[src/rtl/capture_reader_if.sv]
// rtl/capture_reader_if.sv - slot-index stream between the capture reader and its consumer
//
// Signals:
//   valid - index/last are meaningful this cycle (driven by the reader)
//   ready - consumer accepts the current emission
//   index - captured slot index being emitted
//   last  - this is the highest captured slot of the snapshot
interface capture_reader_if #(
    parameter int IDX_W = 3
);
    logic             valid;
    logic             ready;
    logic [IDX_W-1:0] index;
    logic             last;

    modport master (output valid, output index, output last, input ready);
    modport slave  (input valid, input index, input last, output ready);
endinterface

[src/rtl/capture_reader.sv]
// rtl/capture_reader.sv - snapshot the capture flags and stream out every captured slot index
//
// Ports:
//   i_clk      - clock, all state changes on the rising edge
//   i_rst      - synchronous active-high reset
//   i_capture  - live capture flags, bit k = slot k captured
//   i_start    - request a readout, accepted only when idle
//   rd         - index stream (valid/ready/index/last), master side
//   o_done     - one-cycle pulse at the end of a readout
//   o_busy     - readout in progress
//   o_count    - registered number of captured slots 1..N_SLOT-1
//   o_complete - registered "slots 1..N_SLOT-1 all captured"
module capture_reader #(
    parameter int N_SLOT = 7,
    parameter int IDX_W  = 3,
    parameter int CNT_W  = 3
) (
    input  logic                i_clk,
    input  logic                i_rst,
    input  logic [N_SLOT-1:0]   i_capture,
    input  logic                i_start,
    capture_reader_if.master    rd,
    output logic                o_done,
    output logic                o_busy,
    output logic [CNT_W-1:0]    o_count,
    output logic                o_complete
);
    typedef enum logic [1:0] {IDLE, SCAN, EMIT, DONE} state_t;

    localparam logic [IDX_W-1:0] PTR_MAX = IDX_W'(N_SLOT - 1);

    state_t             state;
    state_t             state_nxt;
    logic [N_SLOT-1:0]  snapshot;
    logic [IDX_W-1:0]   pointer;
    logic [IDX_W-1:0]   index_q;
    logic               last_q;
    logic               hit;
    logic [N_SLOT-1:0]  above;
    logic               no_higher;
    logic [CNT_W-1:0]   pop;

    // Bits of the snapshot at and above the pointer; the slot is the last
    // one to emit when nothing is set strictly above it.
    assign hit       = snapshot[pointer];
    assign above     = snapshot >> pointer;
    assign no_higher = ~|above[N_SLOT-1:1];

    always_ff @(posedge i_clk) begin
        if (i_rst) begin
            state <= IDLE;
        end else begin
            state <= state_nxt;
        end
    end

    always_comb begin
        state_nxt = state;
        case (state)
            IDLE: if (i_start) state_nxt = SCAN;
            SCAN: begin
                if (hit)                     state_nxt = EMIT;
                else if (pointer == PTR_MAX) state_nxt = DONE;
            end
            EMIT: begin
                if (rd.ready) state_nxt = (pointer == PTR_MAX) ? DONE : SCAN;
            end
            DONE:    state_nxt = IDLE;
            default: state_nxt = IDLE;
        endcase
    end

    always_comb begin
        rd.valid = (state == EMIT);
        rd.index = index_q;
        rd.last  = last_q;
        o_done   = (state == DONE);
        o_busy   = (state != IDLE);
    end

    // Snapshot, scan pointer and the emitted index/last registers.
    always_ff @(posedge i_clk) begin
        if (i_rst) begin
            snapshot <= '0;
            pointer  <= '0;
            index_q  <= '0;
            last_q   <= 1'b0;
        end else begin
            case (state)
                IDLE: begin
                    if (i_start) begin
                        snapshot <= i_capture;
                        pointer  <= '0;
                    end
                end
                SCAN: begin
                    if (hit) begin
                        index_q <= pointer;
                        last_q  <= no_higher;
                    end else if (pointer != PTR_MAX) begin
                        pointer <= pointer + IDX_W'(1);
                    end
                end
                EMIT: begin
                    if (rd.ready && pointer != PTR_MAX) pointer <= pointer + IDX_W'(1);
                end
                default: ;
            endcase
        end
    end

    // Slot 0 is reserved and never counted.
    always_comb begin
        pop = '0;
        for (int k = 1; k < N_SLOT; k++) pop = pop + CNT_W'(i_capture[k]);
    end

    always_ff @(posedge i_clk) begin
        if (i_rst) begin
            o_count    <= '0;
            o_complete <= 1'b0;
        end else begin
            o_count    <= pop;
            o_complete <= &i_capture[N_SLOT-1:1];
        end
    end
endmodule

[src/flat_wrapper.sv]
// flat-port wrapper written by rule: the top's interface ports become plain ports
module capture_reader_flat 
#(
    parameter int N_SLOT = 7,
    parameter int IDX_W  = 3,
    parameter int CNT_W  = 3
)
  (i_clk, i_rst, i_capture, i_start, o_done, o_busy, o_count, o_complete, rd_valid, rd_index, rd_last, rd_ready);
  capture_reader_if #(.IDX_W(IDX_W)) rd_i ();
  input  logic i_clk;
  input  logic i_rst;
  input  logic [N_SLOT-1:0] i_capture;
  input  logic i_start;
  output logic o_done;
  output logic o_busy;
  output logic [CNT_W-1:0] o_count;
  output logic o_complete;
  output wire logic [$bits(rd_i.valid)-1:0] rd_valid;
  output wire logic [$bits(rd_i.index)-1:0] rd_index;
  output wire logic [$bits(rd_i.last)-1:0] rd_last;
  input wire logic [$bits(rd_i.ready)-1:0] rd_ready;
  assign rd_valid = rd_i.valid;
  assign rd_index = rd_i.index;
  assign rd_last = rd_i.last;
  assign rd_i.ready = rd_ready;
  capture_reader #(.N_SLOT(N_SLOT), .IDX_W(IDX_W), .CNT_W(CNT_W)) u_core (.i_clk(i_clk), .i_rst(i_rst), .i_capture(i_capture), .i_start(i_start), .rd(rd_i), .o_done(o_done), .o_busy(o_busy), .o_count(o_count), .o_complete(o_complete));
endmodule
[config.mk]
export PLATFORM = sky130hd
export DESIGN_NAME = capture_reader_flat
export DESIGN_NICKNAME = d
export VERILOG_FILES = /design/src/rtl/capture_reader_if.sv /design/src/rtl/capture_reader.sv /design/src/flat_wrapper.sv
export SDC_FILE = /design/constraint.sdc
export NUM_CORES = 1
export LEC_CHECK = 0
export ABC_AREA = 0
export BUFFER_PORTS_ARGS = -buffer_cell sky130_fd_sc_hd__buf_2
export CAP_MARGIN = 20
export CORE_MARGIN = 10
export CORE_UTILIZATION = 54
export DETAILED_ROUTE_END_ITERATION = 10
export GPL_ROUTABILITY_DRIVEN = 0
export GPL_TIMING_DRIVEN = 0
export PLACE_DENSITY = 0.78
export REMOVE_ABC_BUFFERS = 1
export SLEW_MARGIN = 10
export SYNTH_ARGS = -nofsm -noshare
export SYNTH_HDL_FRONTEND = slang
export SYNTH_SLANG_ARGS = --single-unit
[constraint.sdc]
create_clock -name i_clk -period 2.3 [get_ports i_clk]
set_input_delay 0.115 -clock i_clk [delete_from_list [all_inputs] [get_ports i_clk]]
set_output_delay 0.115 -clock i_clk [all_outputs]
set_load 0.05 [all_outputs]
==> run metrics, run 1 <==
Post-Layout Cell Count=178; Worst Path Class, Setup=register to register; die height=66.6 µm; all-layer global routing usage=0.130; gr ovfl total=0; Sequential Power Share=0.376; Tot Pwr=1.26 mW; Layout Nets=174; Peak Freq=483 MHz; vias in the first global route=951; Worst VDD drop=620 µV; CTS root buf=clkbuf_4; unrepaired setup endpoints after global routing=false; fraction of layout cells with a size suffix above 1=0.219; Synth warnings=0; Worst-path clk slew=0.11 ns; placed instance count=174; input/output buffers=21; Pwr Density=958 nW/µm²; Clock Latency Late Sink=0.31 ns; pin count of the biggest net entering global routing=20; # IOs=22; Slew Limit Fails=0; cell taking the most area after synthesis=dfxtp_1; Startpoint Class=register; Finish-stage setup viols=0; sw frac=0.440; Via Count=981; Core Rows=16; Crit. End Element=register; clock tree from TritonCTS=yes; Sw Pwr=554 µW; post-detail-place hpwl=1.88 mm; P_int=706 µW; post-place setup slack=0.0979 ns; clock skew=0.00198 ns; Comb pwr share=0.456; Data required, critical path=2.55 ns; clock sinks=20; sequential element share of the synthesized area=0.342; max cap viols=0; most common cell after layout, fill and taps aside=buf_2; outcome=complete, no violations; Worst Max-Slew Pin Slew=0.388 ns; post-synthesis register bit count=20; syn avg cell area=8.81 µm²; vias per cell=5.51; antenna-violating nets left=0; die area=4430 µm²; largest cells by area after synthesis=dfxtp_1 (34%), ha_1 (8.5%), a21oi_1 (6.0%); crit path max fanout=13; Clock Tree Buf Depth=2; Core Region=2020 µm²; CTS Buf Count=3; Netlist cell types=30; netlist area before placement=1170 µm²; min Tclk post-route=2.07 ns; final wirelength=2.56 mm; drc violations=0; Initial Util=0.580; Post-Synthesis Cells=133; DR pass1 iterations=5; power share of the clock group=0.168; leakage=0.557 nW; Worst Hold Class=primary input to register; period utilization=0.899; commonest non-fill, non-tap cells in the layout=buf_2 (21), dfxtp_1 (19), nand2_1 (15); synthesis-to-layout area growth=12.2%; setup TNS=0 ns; first-pass GRT wire length=4.50 mm; Hold Violations, Final=0; ant diodes=0; Synth top area share=0.342; 1st-iter DRT viols=46; H-tree depth=1; final worst setup slack=0.232 ns; initial antenna violation count=0; WL/cell=14.4 µm; overall die width=66.6 µm; WP data arrival=2.32 ns; Rel. slew slack=0.741
==> per-stage QoR <==
| step | cell area, µm² | util | hold slack (ns) |
|---|---|---|---|
| finish | 1320 | 0.650 | 0.0405 |
| global route | 1320 | 0.650 | 0.0457 |
| CTS | 1310 | 0.650 | 0.0338 |
| detailed placement | 1280 | 0.632 | 0.378 |
| global placement | 1280 | 0.632 | 0.369 |
| floorplan | 1140 | - | 0.178 |
==> layout make-up <==
type,count,area [µm²]
fill,185,707
timing repair buffer,21,105
sequential,20,402
multi-input combinational,93,689
clock buffer,4,36.3
inverter,13,48.8
tap,27,33.8
==> final timing paths <==
kind,startpoint,to,slack (ns),cells after the start
setup / recovery,u_core.pointer[0]$_SDFFE_PP0P_,u_core.pointer[2]$_SDFFE_PP0P_,0.23,4
hold / removal,i_capture[0],u_core.snapshot[0]$_SDFFE_PP0P_,0.04,3
setup reg to reg,u_core.pointer[0]$_SDFFE_PP0P_,u_core.pointer[2]$_SDFFE_PP0P_,0.23,4
hold reg to reg,u_core.snapshot[0]$_SDFFE_PP0P_,u_core.snapshot[0]$_SDFFE_PP0P_,0.49,2
==> cells by family after synthesis <==
family,synth area share
and+or+nand+nor,0.171
muxes,0.113
adders and majority gates,0.137
DFF,0.342
AOI/OAI and AO/OA,0.168
buffers and inverters,0.0704
==> per-layer routing <==
metal,wire [µm],track usage,part of all wire
met1,1220,0.172,0.48
met2,1150,0.180,0.45
met5,0,0,0
met4,57,0.0785,0.022
met3,136,0.0351,0.053
==> critical path, cell delays in order, from the launching register on <==
cell and delay, ns:
dfxtp_2 0.50, mux2_2 0.37, mux4_2 0.53, a2111o_1 0.45
a41oi_2 0.15
==> cell usage after synthesis (all sizes together) <==
library cell,n
mux4,2
mux2,3
o2111ai,1
ha,8
nand3,12
a31o,1
a41oi,1
and3,1
nand2,15
o32ai,2
mux2i,5
a2111oi,1
nand4,1
inv,13
a2111o,1
clkbuf,6
a21oi,14
nor2,5
a311oi,2
nor2b,1
buf,1
dfxtp,20
nand3b,2
a211oi,1
o21ai,6
and2b,1
nand2b,3
fa,3
nor3,1
==> what timing repair did <==
item                       in CTS  in global routing
setup buffers                   0                  0
setup endpoints to repair       0                  1
hold buffers                    0                  0
resized for setup               0                  1
==> registers in the layout (all words and copies together), names as in the netlist <==
signal             cells
u_core.o_complete      1
u_core.o_count         3
u_core.pointer         3
u_core.rd.index        3
u_core.rd.last         1
u_core.snapshot        7
u_core.state           2
==> power groups by stage <==
stage	combinational [mW]	sequential, mW	clock, mW
6_report	0.575	0.473	0.212
2_1_floorplan	0.406	0.502	0
5_1_grt	0.636	0.485	0.235
3_3_place_gp	0.551	0.474	0
3_5_place_dp	0.565	0.479	0
4_1_cts	0.573	0.470	0.216
(Power assumes the default switching activity.)
==> inputs of run 2 (changes only) <==
--- a/config.mk
+++ b/config.mk
@@ -5,7 +5,7 @@
 export SDC_FILE = /design/constraint.sdc
 export NUM_CORES = 1
 export LEC_CHECK = 0
-export ABC_AREA = 0
+export ABC_AREA = 1
 export BUFFER_PORTS_ARGS = -buffer_cell sky130_fd_sc_hd__buf_2
 export CAP_MARGIN = 20
 export CORE_MARGIN = 10
==> constraint.sdc (replaced) <==
create_clock -name i_clk -period 2.6 [get_ports i_clk]
set_input_delay 0.13 -clock i_clk [delete_from_list [all_inputs] [get_ports i_clk]]
set_output_delay 0.13 -clock i_clk [all_outputs]
set_load 0.05 [all_outputs]
==> run metrics, run 2 <==
Synth top area share=0.328 (was 0.342); vias per cell=5.14 (was 5.51); Worst VDD drop=659 µV (was 620 µV); # IOs=22 (unchanged); Rel. slew slack=0.703 (was 0.741); drc violations=0 (unchanged); Clock Latency Late Sink=0.31 ns (about the same); Crit path buffers/inverters=1 (was 0); synthesis-to-layout area growth=10.8% (was 12.2%); met1 wire length=1.22 mm (unchanged); Pwr Density=1120 nW/µm² (was 958 nW/µm²); initial antenna violation count=0 (unchanged); Core Rows=17 (was 16); Data required, critical path=2.82 ns (was 2.55 ns); Max stage delay cell, worst path=dfxtp_1 (was mux4_2); Worst Path Class, Setup=register to register (unchanged); leakage=0.697 nW (was 0.557 nW); worst r2r src=u_core.pointer[0]$_SDFFE_PP0P_ (unchanged); fraction of layout cells with a size suffix above 1=0.154 (was 0.219); cell taking the most area after synthesis=dfxtp_1 (unchanged); H-tree depth=1 (unchanged); post-detail-place hpwl=2.07 mm (was 1.88 mm); Post-Synthesis Cells=176 (was 133); outcome=complete, no violations (unchanged); Area after DPL=1320 µm² (was 1280 µm²); commonest non-fill, non-tap cells in the layout=nand2_1 (38), inv_1 (27), buf_2 (21) (was buf_2 (21), dfxtp_1 (19), nand2_1 (15)); CTS root buf=clkbuf_4 (unchanged); delay-heaviest family, CP=simple AND/OR/NAND/NOR gates (was multiplexers); clock skew=0.00298 ns (was 0.00198 ns); all-layer global routing usage=0.134 (was 0.130); first-pass GRT wire length=4.91 mm (was 4.50 mm); min Tclk post-route=1.84 ns (was 2.07 ns); vias in the first global route=1174 (was 951); most common cell in the netlist=nand2_1 (was dfxtp_1); Finish-stage setup viols=0 (unchanged); period utilization=0.707 (was 0.899); Layout Nets=218 (was 174); Worst Hold Class=primary input to register (unchanged); antenna-violating nets left=0 (unchanged); Post-CTS Setup Repair Bufs=0 (unchanged); Synth warnings=0 (unchanged); max cap viols=0 (unchanged); Cell Chain, Critical Path=inv_2 -> ha_1 -> nand2_1 -> a21oi_1 -> nor3_2 -> nand3_1 -> nand2_1 -> nor2_1 (was mux2_2 -> mux4_2 -> a2111o_1 -> a41oi_2); unrepaired setup endpoints after global routing=false (unchanged); main flop type after synthesis=dfxtp_1 (unchanged); DR WL met2=1.32 mm (was 1.15 mm); syn avg cell area=6.93 µm² (was 8.81 µm²); pin count of the biggest net entering global routing=16 (was 20); netlist area before placement=1220 µm² (was 1170 µm²); setup TNS=0 ns (unchanged); WL/cell=12.2 µm (was 14.4 µm); CTS Hold Bufs=0 (unchanged); Post-synth ARST share=0 (unchanged); crit path max fanout=13 (unchanged); fin area=1350 µm² (was 1320 µm²); PostCTS Resize Cnt=0 (unchanged); die height=67.5 µm (was 66.6 µm); Via Count=1147 (was 981); clock sinks=20 (unchanged); ant diodes=0 (unchanged); Synth top cells by count=nand2_1 (38), inv_1 (27), dfxtp_1 (20), nand3_1 (18), nor2_1 (18) (was dfxtp_1 (20), nand2_1 (15), a21oi_1 (14), inv_1 (13), nand3_1 (12)); Worst Max-Slew Pin Slew=0.441 ns (was 0.388 ns); Clock Tree Buf Depth=2 (unchanged); input/output buffers=21 (unchanged); Initial Util=0.557 (was 0.580); DR pass1 iterations=4 (was 5); largest cells by area after synthesis=dfxtp_1 (33%), nand2_1 (12%), inv_1 (8.3%) (was dfxtp_1 (34%), ha_1 (8.5%), a21oi_1 (6.0%)); Slew Limit Fails=0 (unchanged); worst setup path start=u_core.pointer[0]$_SDFFE_PP0P_ (unchanged); Peak Freq=544 MHz (was 483 MHz); final wirelength=2.73 mm (was 2.56 mm); CTS Buf Count=3 (unchanged); Top Layer Used=met4 (unchanged); sequential element share of the synthesized area=0.328 (was 0.342); die area=4560 µm² (was 4430 µm²); clock tree from TritonCTS=yes (unchanged); Hold Violations, Final=0 (unchanged); overall die width=67.5 µm (was 66.6 µm); critical path's most frequent cell=nand2_1; Netlist cell types=22 (was 30); max FFs per register=7 (unchanged); Worst-path clk slew=0.12 ns (was 0.11 ns); most common cell after layout, fill and taps aside=nand2_1 (was buf_2); 1st-iter DRT viols=78 (was 46); Top reg by flops=u_core.snapshot (unchanged); crit-path max cell delay=0.61 ns (was 0.53 ns); Worst Hold Launch=i_rst (was i_capture[0]); post-synthesis register bit count=20 (unchanged); Startpoint Class=register (unchanged); Crit. End Element=register (unchanged); WP data arrival=2.06 ns (was 2.32 ns); Post-synth EDFFs=0 (unchanged); met3 routed WL=159 µm (was 136 µm); Core Region=2190 µm² (was 2020 µm²); gr ovfl total=0 (unchanged)
run 2: where the power goes:
part           internal [mW]  switching, mW
clock                 0.0856          0.104
combinational          0.267          0.572
sequential             0.393         0.0954
run 2: routing by layer:
| layer | global-route usage | vias to the layer above |
|---|---|---|
| li1 | - | 594 |
| met1 | 0.152 | 523 |
| met2 | 0.228 | 26 |
| met3 | 0.0364 | 4 |
| met4 | 0.0615 | 0 |
| met5 | 0 | - |
run 2: stage by stage:
step | hold slack (ns) | cells | setup slack [ns] | power [mW] | utilization
3_3_place_gp | 0.364 | 219 | 0.528 | 1.30 | 0.600
3_5_place_dp | 0.377 | 219 | 0.483 | 1.33 | 0.600
6_report | 0.0350 | 223 | 0.761 | 1.52 | 0.617
2_1_floorplan | 0.192 | 170 | 0.694 | 1.14 | -
4_1_cts | 0.0408 | 223 | 0.760 | 1.52 | 0.617
5_1_grt | 0.0503 | 223 | 0.574 | 1.67 | 0.617
run 2: kinds of logic after synthesis:
logic type | Yosys count | share of synthesized area
adders and majority gates | 11 | 0.131
AOI/OAI and AO/OA | 29 | 0.124
DFF | 20 | 0.328
and+or+nand+nor | 81 | 0.286
buffers and inverters | 34 | 0.123
xor gates and xnor gates | 1 | 0.00718
run 2: area by class of cell:
type	instances	area [µm²]
multi-input cells	122	669
fillers	212	840
clock buffers	4	36.3
inverters	28	105
repair buffers	21	105
flip-flops and latches	20	400
well taps	28	35.0
run 2: worst paths after layout:
kind / endpoint / slack [ns] / depth (start not counted)
setup reg to reg: u_core.pointer[2]$_SDFFE_PP0P_ / 0.76 / 8
setup / recovery: u_core.pointer[2]$_SDFFE_PP0P_ / 0.76 / 8
hold / removal: u_core.o_count[2]$_SDFF_PP0_ / 0.03 / 2
hold reg to reg: u_core.rd.index[2]$_SDFFE_PP0P_ / 0.48 / 2
==> inputs of run 3 (changes only) <==
==> constraint.sdc (replaced) <==
create_clock -name i_clk -period 1.8 [get_ports i_clk]
set_input_delay 0.09 -clock i_clk [delete_from_list [all_inputs] [get_ports i_clk]]
set_output_delay 0.09 -clock i_clk [all_outputs]
set_load 0.05 [all_outputs]
==> run metrics, run 3 (synthesis results as in run 2) <==
fraction of layout cells with a size suffix above 1=0.179 (was 0.154); H-tree depth=1 (unchanged); FILL cells=211 (was 212); Sw Pwr=1.13 mW (was 771 µW); post-detail-place hpwl=2.07 mm (unchanged); Post-CTS Setup Repair Bufs=0 (unchanged); ant diodes=0 (unchanged); delay-heaviest family, CP=adder cells (was simple AND/OR/NAND/NOR gates); die height=67.5 µm (unchanged); worst r2r src=u_core.pointer[0]$_SDFFE_PP0P_ (unchanged); max FFs per register=7 (unchanged); max cap viols=0 (unchanged); CTS root buf=clkbuf_4 (unchanged); gr ovfl total=0 (unchanged); drc violations=0 (unchanged); leakage=0.699 nW (was 0.697 nW); Layout Nets=218 (unchanged); period utilization=0.927; CTS Hold Bufs=0 (unchanged); Cell Chain, Critical Path=buf_2 -> ha_1 -> inv_1 -> fa_1 -> inv_1 -> fa_2 -> inv_2 -> fa_1 -> nor2_1 (was inv_2 -> ha_1 -> nand2_1 -> a21oi_1 -> nor3_2 -> nand3_1 -> nand2_1 -> nor2_1); setup TNS=0 ns (unchanged); Core Region=2190 µm² (unchanged); Max stage delay cell, worst path=fa_1 (was dfxtp_1); Worst Hold End=u_core.o_count[2]$_SDFF_PP0_ (unchanged); unrepaired setup endpoints after global routing=false (unchanged); Top reg by flops=u_core.snapshot (unchanged); Slew Limit Fails=0 (unchanged); commonest non-fill, non-tap cells in the layout=nand2_1 (38), inv_1 (26), buf_2 (21) (was nand2_1 (38), inv_1 (27), buf_2 (21)); Finish-stage setup viols=0 (unchanged); Hold Violations, Final=1 (was 0); Comb pwr share=0.556 (was 0.553); Worst Hold Launch=i_rst (unchanged); CTS Buf Count=3 (unchanged); vias per cell=5.18 (was 5.14); clock tree from TritonCTS=yes (unchanged); pin count of the biggest net entering global routing=16 (unchanged); all-layer global routing usage=0.134 (about the same); antenna-violating nets left=0 (unchanged); min Tclk post-route=1.67 ns; Tot Pwr=2.23 mW (was 1.52 mW); Reg-to-Reg End=u_core.pointer[2]$_SDFFE_PP0P_ (unchanged); overall die width=67.5 µm (unchanged); crit-path max cell delay=0.47 ns (was 0.61 ns); Data required, critical path=2.06 ns (was 2.82 ns); Crit. End Element=register (unchanged); Hold Worst Slack=-0.00224 ns (was 0.0350 ns); outcome=finished with violations (was complete, no violations); Worst Path Class, Setup=primary input to register (was register to register); Reg2Reg Setup Slack=0.19 ns (was 0.76 ns); vias in the first global route=1183 (was 1174); Worst Max-Slew Pin Slew=0.423 ns (was 0.441 ns); DR pass1 iterations=5 (was 4); Sequential Power Share=0.320 (was 0.322); violated checks=hold timing; WP data arrival=1.93 ns (was 2.06 ns); # IOs=22 (unchanged); final wirelength=2.76 mm (was 2.73 mm); Via Count=1156 (was 1147); Clock Latency Late Sink=0.31 ns (about the same); crit path max fanout=2 (was 13); most common cell after layout, fill and taps aside=nand2_1 (unchanged); die area=4560 µm² (unchanged); synthesis-to-layout area growth=11.8% (was 10.8%); input/output buffers=21 (unchanged); final core occ=0.623 (was 0.617); Hold Crit Depth=2 (unchanged); power share of the clock group=0.124 (was 0.125); Peak Freq=599 MHz; Worst Hold Class=primary input to register (unchanged); WL/cell=12.4 µm (was 12.2 µm); Clock Tree Buf Depth=2 (unchanged); Crit path buffers/inverters=4 (was 1); R2R cell count=8 (unchanged); Pwr Density=1630 nW/µm² (was 1120 nW/µm²); Rel. slew slack=0.717 (was 0.703); P_int=1.10 mW (was 745 µW); sw frac=0.507 (was 0.509); clock skew=0.00201 ns (was 0.00298 ns); Startpoint Class=primary input (was register); Worst path depth=9 (was 8); Worst VDD drop=1020 µV (was 659 µV); clock sinks=20 (unchanged); Worst-path clk slew=0.12 ns (about the same); 1st-iter DRT viols=67 (was 78); Core Rows=17 (unchanged); initial antenna violation count=0 (unchanged); Initial Util=0.557 (unchanged); first-pass GRT wire length=4.93 mm (was 4.91 mm)
-- run 3: power groups by stage --
stage | clock [mW] | sequential, mW | combinational (mW)
6_report | 0.276 | 0.712 | 1.24
5_1_grt | 0.296 | 0.739 | 1.41
4_1_cts | 0.276 | 0.704 | 1.21
3_5_place_dp | 0 | 0.712 | 1.20
3_3_place_gp | 0 | 0.704 | 1.17
2_1_floorplan | 0 | 0.796 | 0.856
-- run 3: final cells by class --
| class | count | area [µm²] | share of cell area |
|---|---|---|---|
| well taps | 28 | 35.0 | 0.0257 |
| inverters | 28 | 105 | 0.0771 |
| repair buffers | 21 | 105 | 0.0771 |
| clock buffers | 4 | 36.3 | 0.0266 |
| multi-input cells | 122 | 678 | 0.497 |
| flip-flops and latches | 20 | 404 | 0.296 |
-- run 3: through the flow --
step	cells	hold WS, ns	setup WS (ns)	cell area [µm²]
floorplan	170	0.152	-0.0658	1170
global placement	219	0.324	-0.232	1320
detailed placement	219	0.337	-0.277	1320
CTS	223	0.000849	0.0479	1350
global route	223	0.0103	0.0309	1360
finish	223	-0.00224	0.131	1360
-- run 3: layer usage --
layer / share of wire / vias up / track usage
met5: 0 / - / 0
met4: 0.0062 / 0 / 0.0615
met3: 0.063 / 2 / 0.0364
met2: 0.48 / 32 / 0.230
met1: 0.45 / 527 / 0.152
li1: - / 595 / -
-- run 3: how the worst max path moves through the flow --
stage	endpoint	slack, ns	from
after global routing	u_core.rd.index[2]$_SDFFE_PP0P_	0.03	u_core.pointer[0]$_SDFFE_PP0P_
final	u_core.o_count[1]$_SDFF_PP0_	0.13	i_capture[1]
after detailed placement	u_core.o_count[1]$_SDFF_PP0_	-0.28	i_capture[1]
after floorplan	u_core.o_count[1]$_SDFF_PP0_	-0.07	i_capture[1]
after CTS	u_core.pointer[0]$_SDFFE_PP0P_	0.05	u_core.state[0]$_SDFFE_PP0P_
after global placement	u_core.o_count[1]$_SDFF_PP0_	-0.23	i_capture[1]
-- run 3: what timing repair did --
item                                    CTS  global route
gates resized for setup                   1             6
cloned                                    0             0
pin swaps                                 0             1
endpoints found under the setup margin    3             4
